### src/rtl/systolic_array_controller_if.sv
// Command and array-control bundle for the systolic array sequencer.
// The master side issues jobs; the slave side (the controller) drives the array and buffers.
interface systolic_array_controller_if #(
    parameter int COLS       = 8,
    parameter int ADDR_WIDTH = 8
);
    localparam int CW = (COLS > 1) ? $clog2(COLS) : 1;

    logic                  start;
    logic [ADDR_WIDTH:0]   num_vectors;
    logic                  busy;
    logic                  done;
    logic                  pe_clr;
    logic                  pe_en;
    logic                  pe_load;
    logic                  act_zero;
    logic                  w_rd_en;
    logic [CW-1:0]         w_rd_addr;
    logic                  a_rd_en;
    logic [ADDR_WIDTH-1:0] a_rd_addr;
    logic                  out_wr_en;
    logic [ADDR_WIDTH-1:0] out_wr_addr;

    modport master (
        output start, num_vectors,
        input  busy, done, pe_clr, pe_en, pe_load, act_zero,
        input  w_rd_en, w_rd_addr, a_rd_en, a_rd_addr, out_wr_en, out_wr_addr
    );

    modport slave (
        input  start, num_vectors,
        output busy, done, pe_clr, pe_en, pe_load, act_zero,
        output w_rd_en, w_rd_addr, a_rd_en, a_rd_addr, out_wr_en, out_wr_addr
    );
endinterface

### src/rtl/systolic_array_controller.sv
// Job sequencer for a weight-stationary ROWS x COLS array: clear, load weights,
// stream activations, drain, and write results, with every output registered.
module systolic_array_controller #(
    parameter int ROWS       = 8,
    parameter int COLS       = 8,
    parameter int ADDR_WIDTH = 8
) (
    input logic                      clk,
    input logic                      sync_rst,
    systolic_array_controller_if.slave bus
);
    localparam int CW    = (COLS > 1) ? $clog2(COLS) : 1;
    localparam int CNT_W = ADDR_WIDTH + 1;
    localparam logic [CNT_W-1:0] MAX_N      = {1'b1, {ADDR_WIDTH{1'b0}}};
    localparam logic [CNT_W-1:0] LOAD_LAST  = CNT_W'(COLS - 1);
    localparam logic [CNT_W-1:0] DRAIN_LAST = CNT_W'(ROWS + COLS - 2);

    typedef enum logic [2:0] {
        S_IDLE, S_CLEAR, S_LOAD, S_COMPUTE, S_DRAIN, S_DONE
    } state_t;

    state_t                  state, state_nxt;
    logic [CNT_W-1:0]        cnt, cnt_nxt;
    logic [CNT_W-1:0]        n_lat, n_nxt;
    logic [ROWS:0]           wr_pipe;

    logic                    busy_r, done_r, pe_clr_r, pe_en_r, pe_load_r, act_zero_r;
    logic                    w_rd_en_r, a_rd_en_r;
    logic [CW-1:0]           w_rd_addr_r;
    logic [ADDR_WIDTH-1:0]   a_rd_addr_r, out_wr_addr_r;

    always_comb begin
        state_nxt = state;
        n_nxt     = n_lat;
        case (state)
            S_IDLE: begin
                if (bus.start) begin
                    state_nxt = S_CLEAR;
                    n_nxt     = (bus.num_vectors > MAX_N) ? MAX_N : bus.num_vectors;
                end
            end
            S_CLEAR:   state_nxt = S_LOAD;
            S_LOAD: begin
                if (cnt == LOAD_LAST)
                    state_nxt = (n_lat == '0) ? S_DONE : S_COMPUTE;
            end
            S_COMPUTE: begin
                if (cnt == n_lat - CNT_W'(1))
                    state_nxt = S_DRAIN;
            end
            S_DRAIN: begin
                if (cnt == DRAIN_LAST)
                    state_nxt = S_DONE;
            end
            S_DONE: begin
                state_nxt = S_IDLE;
                n_nxt     = '0;
            end
            default:   state_nxt = S_IDLE;
        endcase

        // cnt is the cycle index within the current state; it restarts on every transition
        if (state_nxt != state || state_nxt == S_IDLE)
            cnt_nxt = '0;
        else
            cnt_nxt = cnt + CNT_W'(1);
    end

    always_ff @(posedge clk) begin
        if (sync_rst) begin
            state         <= S_IDLE;
            cnt           <= '0;
            n_lat         <= '0;
            wr_pipe       <= '0;
            busy_r        <= 1'b0;
            done_r        <= 1'b0;
            pe_clr_r      <= 1'b0;
            pe_en_r       <= 1'b0;
            pe_load_r     <= 1'b0;
            act_zero_r    <= 1'b0;
            w_rd_en_r     <= 1'b0;
            w_rd_addr_r   <= '0;
            a_rd_en_r     <= 1'b0;
            a_rd_addr_r   <= '0;
            out_wr_addr_r <= '0;
        end else begin
            state       <= state_nxt;
            cnt         <= cnt_nxt;
            n_lat       <= n_nxt;
            busy_r      <= (state_nxt != S_IDLE);
            done_r      <= (state_nxt == S_DONE);
            pe_clr_r    <= (state_nxt == S_CLEAR);
            w_rd_en_r   <= (state_nxt == S_LOAD);
            w_rd_addr_r <= (state_nxt == S_LOAD) ? cnt_nxt[CW-1:0] : '0;
            a_rd_en_r   <= (state_nxt == S_COMPUTE);
            a_rd_addr_r <= (state_nxt == S_COMPUTE) ? cnt_nxt[ADDR_WIDTH-1:0] : '0;
            // Array controls lag the read strobes by the one-cycle buffer latency
            pe_en_r     <= (state inside {S_LOAD, S_COMPUTE, S_DRAIN});
            pe_load_r   <= (state == S_LOAD);
            act_zero_r  <= (state == S_DRAIN);
            // A vector read now leaves the bottom PE row ROWS+1 cycles later
            wr_pipe     <= {wr_pipe[ROWS-1:0], a_rd_en_r};
            if (state_nxt == S_IDLE)
                out_wr_addr_r <= '0;
            else if (wr_pipe[ROWS] && wr_pipe[ROWS-1])
                out_wr_addr_r <= out_wr_addr_r + ADDR_WIDTH'(1);
        end
    end

    assign bus.busy        = busy_r;
    assign bus.done        = done_r;
    assign bus.pe_clr      = pe_clr_r;
    assign bus.pe_en       = pe_en_r;
    assign bus.pe_load     = pe_load_r;
    assign bus.act_zero    = act_zero_r;
    assign bus.w_rd_en     = w_rd_en_r;
    assign bus.w_rd_addr   = w_rd_addr_r;
    assign bus.a_rd_en     = a_rd_en_r;
    assign bus.a_rd_addr   = a_rd_addr_r;
    assign bus.out_wr_en   = wr_pipe[ROWS];
    assign bus.out_wr_addr = out_wr_addr_r;
endmodule

### src/flat_wrapper.sv
// flat-port wrapper written by rule: the top's interface ports become plain ports
module systolic_array_controller_flat 
#(
    parameter int ROWS       = 8,
    parameter int COLS       = 8,
    parameter int ADDR_WIDTH = 8
)
  (clk, sync_rst, bus_start, bus_num_vectors, bus_busy, bus_done, bus_pe_clr, bus_pe_en, bus_pe_load, bus_act_zero, bus_w_rd_en, bus_w_rd_addr, bus_a_rd_en, bus_a_rd_addr, bus_out_wr_en, bus_out_wr_addr);
  systolic_array_controller_if #(.COLS(COLS), .ADDR_WIDTH(ADDR_WIDTH)) bus_i ();
  input logic clk;
  input logic sync_rst;
  input wire logic [$bits(bus_i.start)-1:0] bus_start;
  input wire logic [$bits(bus_i.num_vectors)-1:0] bus_num_vectors;
  output wire logic [$bits(bus_i.busy)-1:0] bus_busy;
  output wire logic [$bits(bus_i.done)-1:0] bus_done;
  output wire logic [$bits(bus_i.pe_clr)-1:0] bus_pe_clr;
  output wire logic [$bits(bus_i.pe_en)-1:0] bus_pe_en;
  output wire logic [$bits(bus_i.pe_load)-1:0] bus_pe_load;
  output wire logic [$bits(bus_i.act_zero)-1:0] bus_act_zero;
  output wire logic [$bits(bus_i.w_rd_en)-1:0] bus_w_rd_en;
  output wire logic [$bits(bus_i.w_rd_addr)-1:0] bus_w_rd_addr;
  output wire logic [$bits(bus_i.a_rd_en)-1:0] bus_a_rd_en;
  output wire logic [$bits(bus_i.a_rd_addr)-1:0] bus_a_rd_addr;
  output wire logic [$bits(bus_i.out_wr_en)-1:0] bus_out_wr_en;
  output wire logic [$bits(bus_i.out_wr_addr)-1:0] bus_out_wr_addr;
  assign bus_i.start = bus_start;
  assign bus_i.num_vectors = bus_num_vectors;
  assign bus_busy = bus_i.busy;
  assign bus_done = bus_i.done;
  assign bus_pe_clr = bus_i.pe_clr;
  assign bus_pe_en = bus_i.pe_en;
  assign bus_pe_load = bus_i.pe_load;
  assign bus_act_zero = bus_i.act_zero;
  assign bus_w_rd_en = bus_i.w_rd_en;
  assign bus_w_rd_addr = bus_i.w_rd_addr;
  assign bus_a_rd_en = bus_i.a_rd_en;
  assign bus_a_rd_addr = bus_i.a_rd_addr;
  assign bus_out_wr_en = bus_i.out_wr_en;
  assign bus_out_wr_addr = bus_i.out_wr_addr;
  systolic_array_controller #(.ROWS(ROWS), .COLS(COLS), .ADDR_WIDTH(ADDR_WIDTH)) u_core (.clk(clk), .sync_rst(sync_rst), .bus(bus_i));
endmodule
### config.mk
export PLATFORM = sky130hd
export DESIGN_NAME = systolic_array_controller_flat
export DESIGN_NICKNAME = d
export VERILOG_FILES = /design/src/rtl/systolic_array_controller_if.sv /design/src/rtl/systolic_array_controller.sv /design/src/flat_wrapper.sv
export SDC_FILE = /design/constraint.sdc
export NUM_CORES = 1
export LEC_CHECK = 0
export CAP_MARGIN = 20
export CORE_UTILIZATION = 29
export DETAILED_ROUTE_END_ITERATION = 10
export GPL_TIMING_DRIVEN = 0
export HOLD_SLACK_MARGIN = 0.05
export PLACE_DENSITY = 0.62
export SLEW_MARGIN = 25
export SYNTH_ARGS = -nofsm -noshare
export SYNTH_HDL_FRONTEND = slang
export SYNTH_SLANG_ARGS = --single-unit
### constraint.sdc
create_clock -name clk -period 2.1 [get_ports clk]
set_input_delay 0.63 -clock clk [delete_from_list [all_inputs] [get_ports clk]]
set_output_delay 0.63 -clock clk [all_outputs]
set_load 0.01 [all_outputs]
# Word level (Yosys, flattened, before mapping)
# Index checks and enable logic that the tools add are counted.
# classes
addsub	3
magnitude_cmp	1
n_eq_ne	14
n_mux	10
n_bitwise	2
reduce_logical	13
# op_table
op	n
$mux 9	2
$pmux 9 s2	1
$mux 3	5
$pmux 3 s5	1
$eq 3x2->1 const B	4
$add 9x1->9 const B	1
$eq 3x3->1 const B	3
$eq 9x3->1 const B	1
$eq 9x4->1 const B	1
$eq 9x9->1	1
$gt 9x9->1 const B	1
$logic_not 9->1	1
$sub 9x1->9 const B	1
$add 8x1->8 const B	1
$mux 8	1
$reduce_or 2->1	4
$eq 3x1->1 const B	2
$logic_not 3->1	2
$reduce_bool 3->1	2
$ne 3x3->1	1
$ne 2x2->1 const B	1
$not 1->1	2
$reduce_and 2->1	1
$reduce_bool 2->1	1
2 further kinds	2
# totals
ff_bits	57
input_bits	12
output_inout_bits	28
wordCells	59

# Depth between registers and ports, before layout
# depth
ltp_word	7
ltp_mapped	10
ltp_nobuf	8

# Worst setup path after synthesis
# OpenSTA, ideal clock, no wires.
# synth_timing
kind	reg-to-reg
startpoint	register u_core.n_lat[0]
endpoint	register u_core.state[0]
setup_time_ns	0.126
arrival_ns	1.910
required_time_ns	1.974
path_slack_ns	0.064
stages_incl_launch_ff	11
path_buffers	2
period_less_slack_ns	2.036
path_cell_list	dfxtp_1 inv_1 ha_1 buf_2 xnor2_1 o2bb2ai_1 a2111oi_2 o21ai_1 o21ai_4 buf_6 o21ai_2
# synth_between
elab_chain_cells	4
# synth_rtl
element	line_no	source
start, declared	systolic_array_controller.sv:24	logic [CNT_W-1:0] n_lat, n_nxt;
start signal, assigned	systolic_array_controller.sv:89	n_lat <= n_nxt;
$sub 9x1->9	systolic_array_controller.sv:48	if (cnt == n_lat - CNT_W'(1))
$eq 9x9->1	systolic_array_controller.sv:48	
$mux 3	systolic_array_controller.sv:48	
$pmux 3 s5	systolic_array_controller.sv:35	case (state)
end signal, assigned	systolic_array_controller.sv:87	state <= state_nxt;
end, declared	systolic_array_controller.sv:22	state_t state, state_nxt;
# No other way between the ends.
# A chain may end at the register's enable or synchronous reset.

# Worst setup path in the final report
# layout_timing
startpoint	register u_core.cnt[1]
endpoint	register u_core.done_r, in the netlist u_core.bus.done
# layout_between
elab_chain_cells	4
word_cells_on_any_way	8
cone_classes	eq/ne (4); mux (4)
# layout_rtl
element	line_no	source
start, declared	systolic_array_controller.sv:23	logic [CNT_W-1:0] cnt, cnt_nxt;
start signal, assigned	systolic_array_controller.sv:88	cnt <= cnt_nxt;
$eq 9x4->1 (tied with other cells)	systolic_array_controller.sv:52	if (cnt == DRAIN_LAST)
$mux 3 (on tied branches)	systolic_array_controller.sv:52, systolic_array_controller.sv:44, systolic_array_controller.sv:48	
$pmux 3 s5 *	systolic_array_controller.sv:35	
$eq 3x3->1 *	systolic_array_controller.sv:91	done_r <= (state_nxt == S_DONE);
end signal, assigned	systolic_array_controller.sv:91	
end, declared	systolic_array_controller.sv:27	logic busy_r, done_r, pe_clr_r, pe_en_r, pe_load_r, act_zero_r;
# Mark *: on every way between the ends. The rest lies on a longest branch, timed or not.

==> run summary <==
Ports = 40
Avg WL per Cell = 12.2 microns
Vias per inst = 4.62
Total die area = 8510 sq um
Initial DRC count = 102
Synthesized area = 2360 sq um
Switching power = 0.617 mW
Leak = 1.17 nW
Slew Limit Headroom = 45.9%
Total Wirelength = 4980 microns
Diode count = 0
Largest net degree at the start of global routing = 11
Multi-input gate area = 1180 sq um
CP top delay family = simple AND/OR/NAND/NOR gates
Critical Path AT = 2.24 ns
Antenna viol nets, final = 0
Overall Global Routing Usage = 12.8%
Post-synth cell types = 50
Simple-gate portion of the synthesized area = 21.9%
Deepest clock path buffer count = 2
DR vias = 1,891
DR pass1 iterations = 4
Cell Area, Placed = 2870 sq um
Clk Latency, worst-skew pair = 0.34 ns
Residual DRC = 0
Slowest CP cell = dfxtp_1
Clock root buffer = clkbuf_8
FF/Latch Area = 1150 sq um
Final hold violation count = 0
Total core area = 7810 sq um
Layout cells sized above 1 = 15.6%
Syn Inst Count = 247
Internal = 1.93 mW
H-tree Lvls = 3
Tcrit/Tclk final = 94.6%
Die X = 92.3 microns
Setup slack at placement = -0.249 ns
Setup violations, final = 0
Ranking of synthesized cells by area = dfxtp_1 48%, nor2_1 4.8%, xor2_1 4.4%
Fillers = 814
Hold Crit Class = flop to flop
Finished Layout Cells = 409
First-pass GRT wire length = 8360 microns
Post-synthesis mux area share = 0.847%
Crit Path Class = flop to flop
Synth Area in Compound Gates = 14.7%
# port buffers = 38
CTS sink cnt = 57
Gpl congestion = 0.831
Crit path cell chain = ha_1 > nor2b_1 > nand3b_1 > nor4_2 > a31oi_1 > o32a_1 > nor3_2
Top FF cell, synth = dfxtp_1
Number of global-route vias before repair = 1,774
Sw Ratio = 24.2%
Pwr dens = 788 nW/um^2
Type of element launching the critical path = flop
Xor and xnor area share after synthesis = 8.52%
RSZ-0062 raised after global routing = no
Post-synth top area share = 48.3%
# rows = 32
Post-Route Utilization = 41.4%
Critical path's largest stage delay = 0.45 ns
CTS buffer count = 9
Adder-Cell Fraction of Synth Area = 2.12%
Initial Utilization = 30.3%
Chip Height = 92.3 microns
Dpl hpwl = 3460 microns
Number of synthesized register bits = 57
Hold_ws = 0.436 ns
Syn nets = 263
Syn_area_per_cell = 9.57 sq um
Post-Place Cells = 387
CP endpoint kind = flop
EDFF count, synth = 0
Crit-path max FO = 6
Post-synthesis sequential area ratio = 48.3%
Worst Slack Setup Final = 0.113 ns
Area growth syn-to-layout = 36.8%
FMAX = 503 MHz
Total grt overflow = 0
Crit path time final = 1.99 ns
CTS tree = done
Worst VDD drop = 0.267 mV
Main combinational cell family by area after synthesis = simple AND/OR/NAND/NOR gates
CP Data Required Time = 2.35 ns
Clock power frac = 42.3%
Clk_skew = 0.00615 ns
Synth warn = 0
Part of the power in combinational logic = 12.8%
Initial antenna violation count = 0
Async S/R FF share, synth = 0%
Sequential fraction of design power = 44.9%
Worst-Margin Slew = 0.808 ns
Post-synth top area cell = dfxtp_1
Buffers and inverters on the worst path = 0
Clock-pin slew of the registers on the worst-case setup and hold paths = 0.06 ns
Design area = 3230 sq um
Max-slew violations = 0
Final net count = 319
Max Cap Viol = 0
Status = finished, final reports clean
state kept, by name, indices dropped and copies added, names as in the netlist, 3 cells and up:
name / flops
u_core.wr_pipe: 9
u_core.bus.w_rd_addr: 3
u_core.n_lat: 9
u_core.bus.a_rd_addr: 8
u_core.cnt: 9
u_core.state: 3
u_core.bus.out_wr_addr: 8
cells in the final DEF, fill, tap and decap left out, types with 7 or more instances in the layout:
cell | Yosys | final
xor2_1 | 12 | 12
nor2_1 | 30 | 30
a22oi_1 | 8 | 8
nand2_1 | 11 | 11
dfxtp_1 | 57 | 55
a21oi_1 | 11 | 11
clkdlybuf4s50_1 | 0 | 38
inv_1 | 9 | 9
xnor2_1 | 11 | 11
nor2b_1 | 12 | 12
clkbuf_8 | 0 | 13
nor2_2 | 8 | 8
nand3_1 | 7 | 7
area by class of cell:
class / count / share of cell area, %
buffer: 9 / 1.55
clock buffer: 13 / 5.53
clock inverter: 2 / 1.08
inverter: 9 / 1.04
multi-input combinational: 171 / 36.6
sequential: 57 / 35.4
tap: 102 / 3.95
timing repair buffer: 46 / 14.9
per-stage QoR:
stage / total power [mW] / TNS, ns
final: 2.55 / 0
after global routing: 2.67 / 0
after CTS: 2.57 / 0
after detailed placement: 1.46 / -4.95
after global placement: 1.46 / -4.48
after floorplan: 1.37 / 0
layer usage:
metal  vias up  part of all wire, %  track usage [%]
li1        971                    -                -
met1       863                   50             16.8
met2        50                   43             18.7
met3         7                  4.7             4.15
met4         0                  2.1             6.64
met5         -                    0                0
final timing paths:
path / start / depth (start not counted) / slack [ns] / endpoint
min reg2reg: u_core.wr_pipe[5] / 1 / 0.44 / u_core.wr_pipe[6]
max: u_core.cnt[1] / 7 / 0.11 / u_core.bus.done
max reg2reg: u_core.cnt[1] / 7 / 0.11 / u_core.bus.done
min: u_core.wr_pipe[5] / 1 / 0.44 / u_core.wr_pipe[6]
Yosys cell counts, drive strengths merged, types with 7 or more instances:
cell type,count
dfxtp,57
nand3,7
nand2,11
inv,9
nor2,38
a21oi,11
xnor2,11
nor2b,12
xor2,12
a22oi,8
timing repair:
action | in CTS | in global routing
gates resized for setup | 10 | 4
cloned | 1 | 0
hold buffers | 0 | 0
buffers inserted | 6 | 1
pin swaps | 3 | 3
endpoints found under the setup margin | 22 | 32
cells by family after synthesis:
group | count (synthesis)
simple gates | 96
flops | 57
mux | 2
compound gates | 46
xor+xnor | 23
buf+inv | 19
fa+ha+maj | 4
power groups by stage:
stage / registers (mW) / logic, mW / clock network, mW
after floorplan: 1.17 / 0.198 / 0
after global placement: 1.17 / 0.290 / 0
after detailed placement: 1.17 / 0.295 / 0
after CTS: 1.14 / 0.316 / 1.11
after global routing: 1.15 / 0.360 / 1.17
final: 1.14 / 0.326 / 1.08
(Power assumes the default switching activity.)
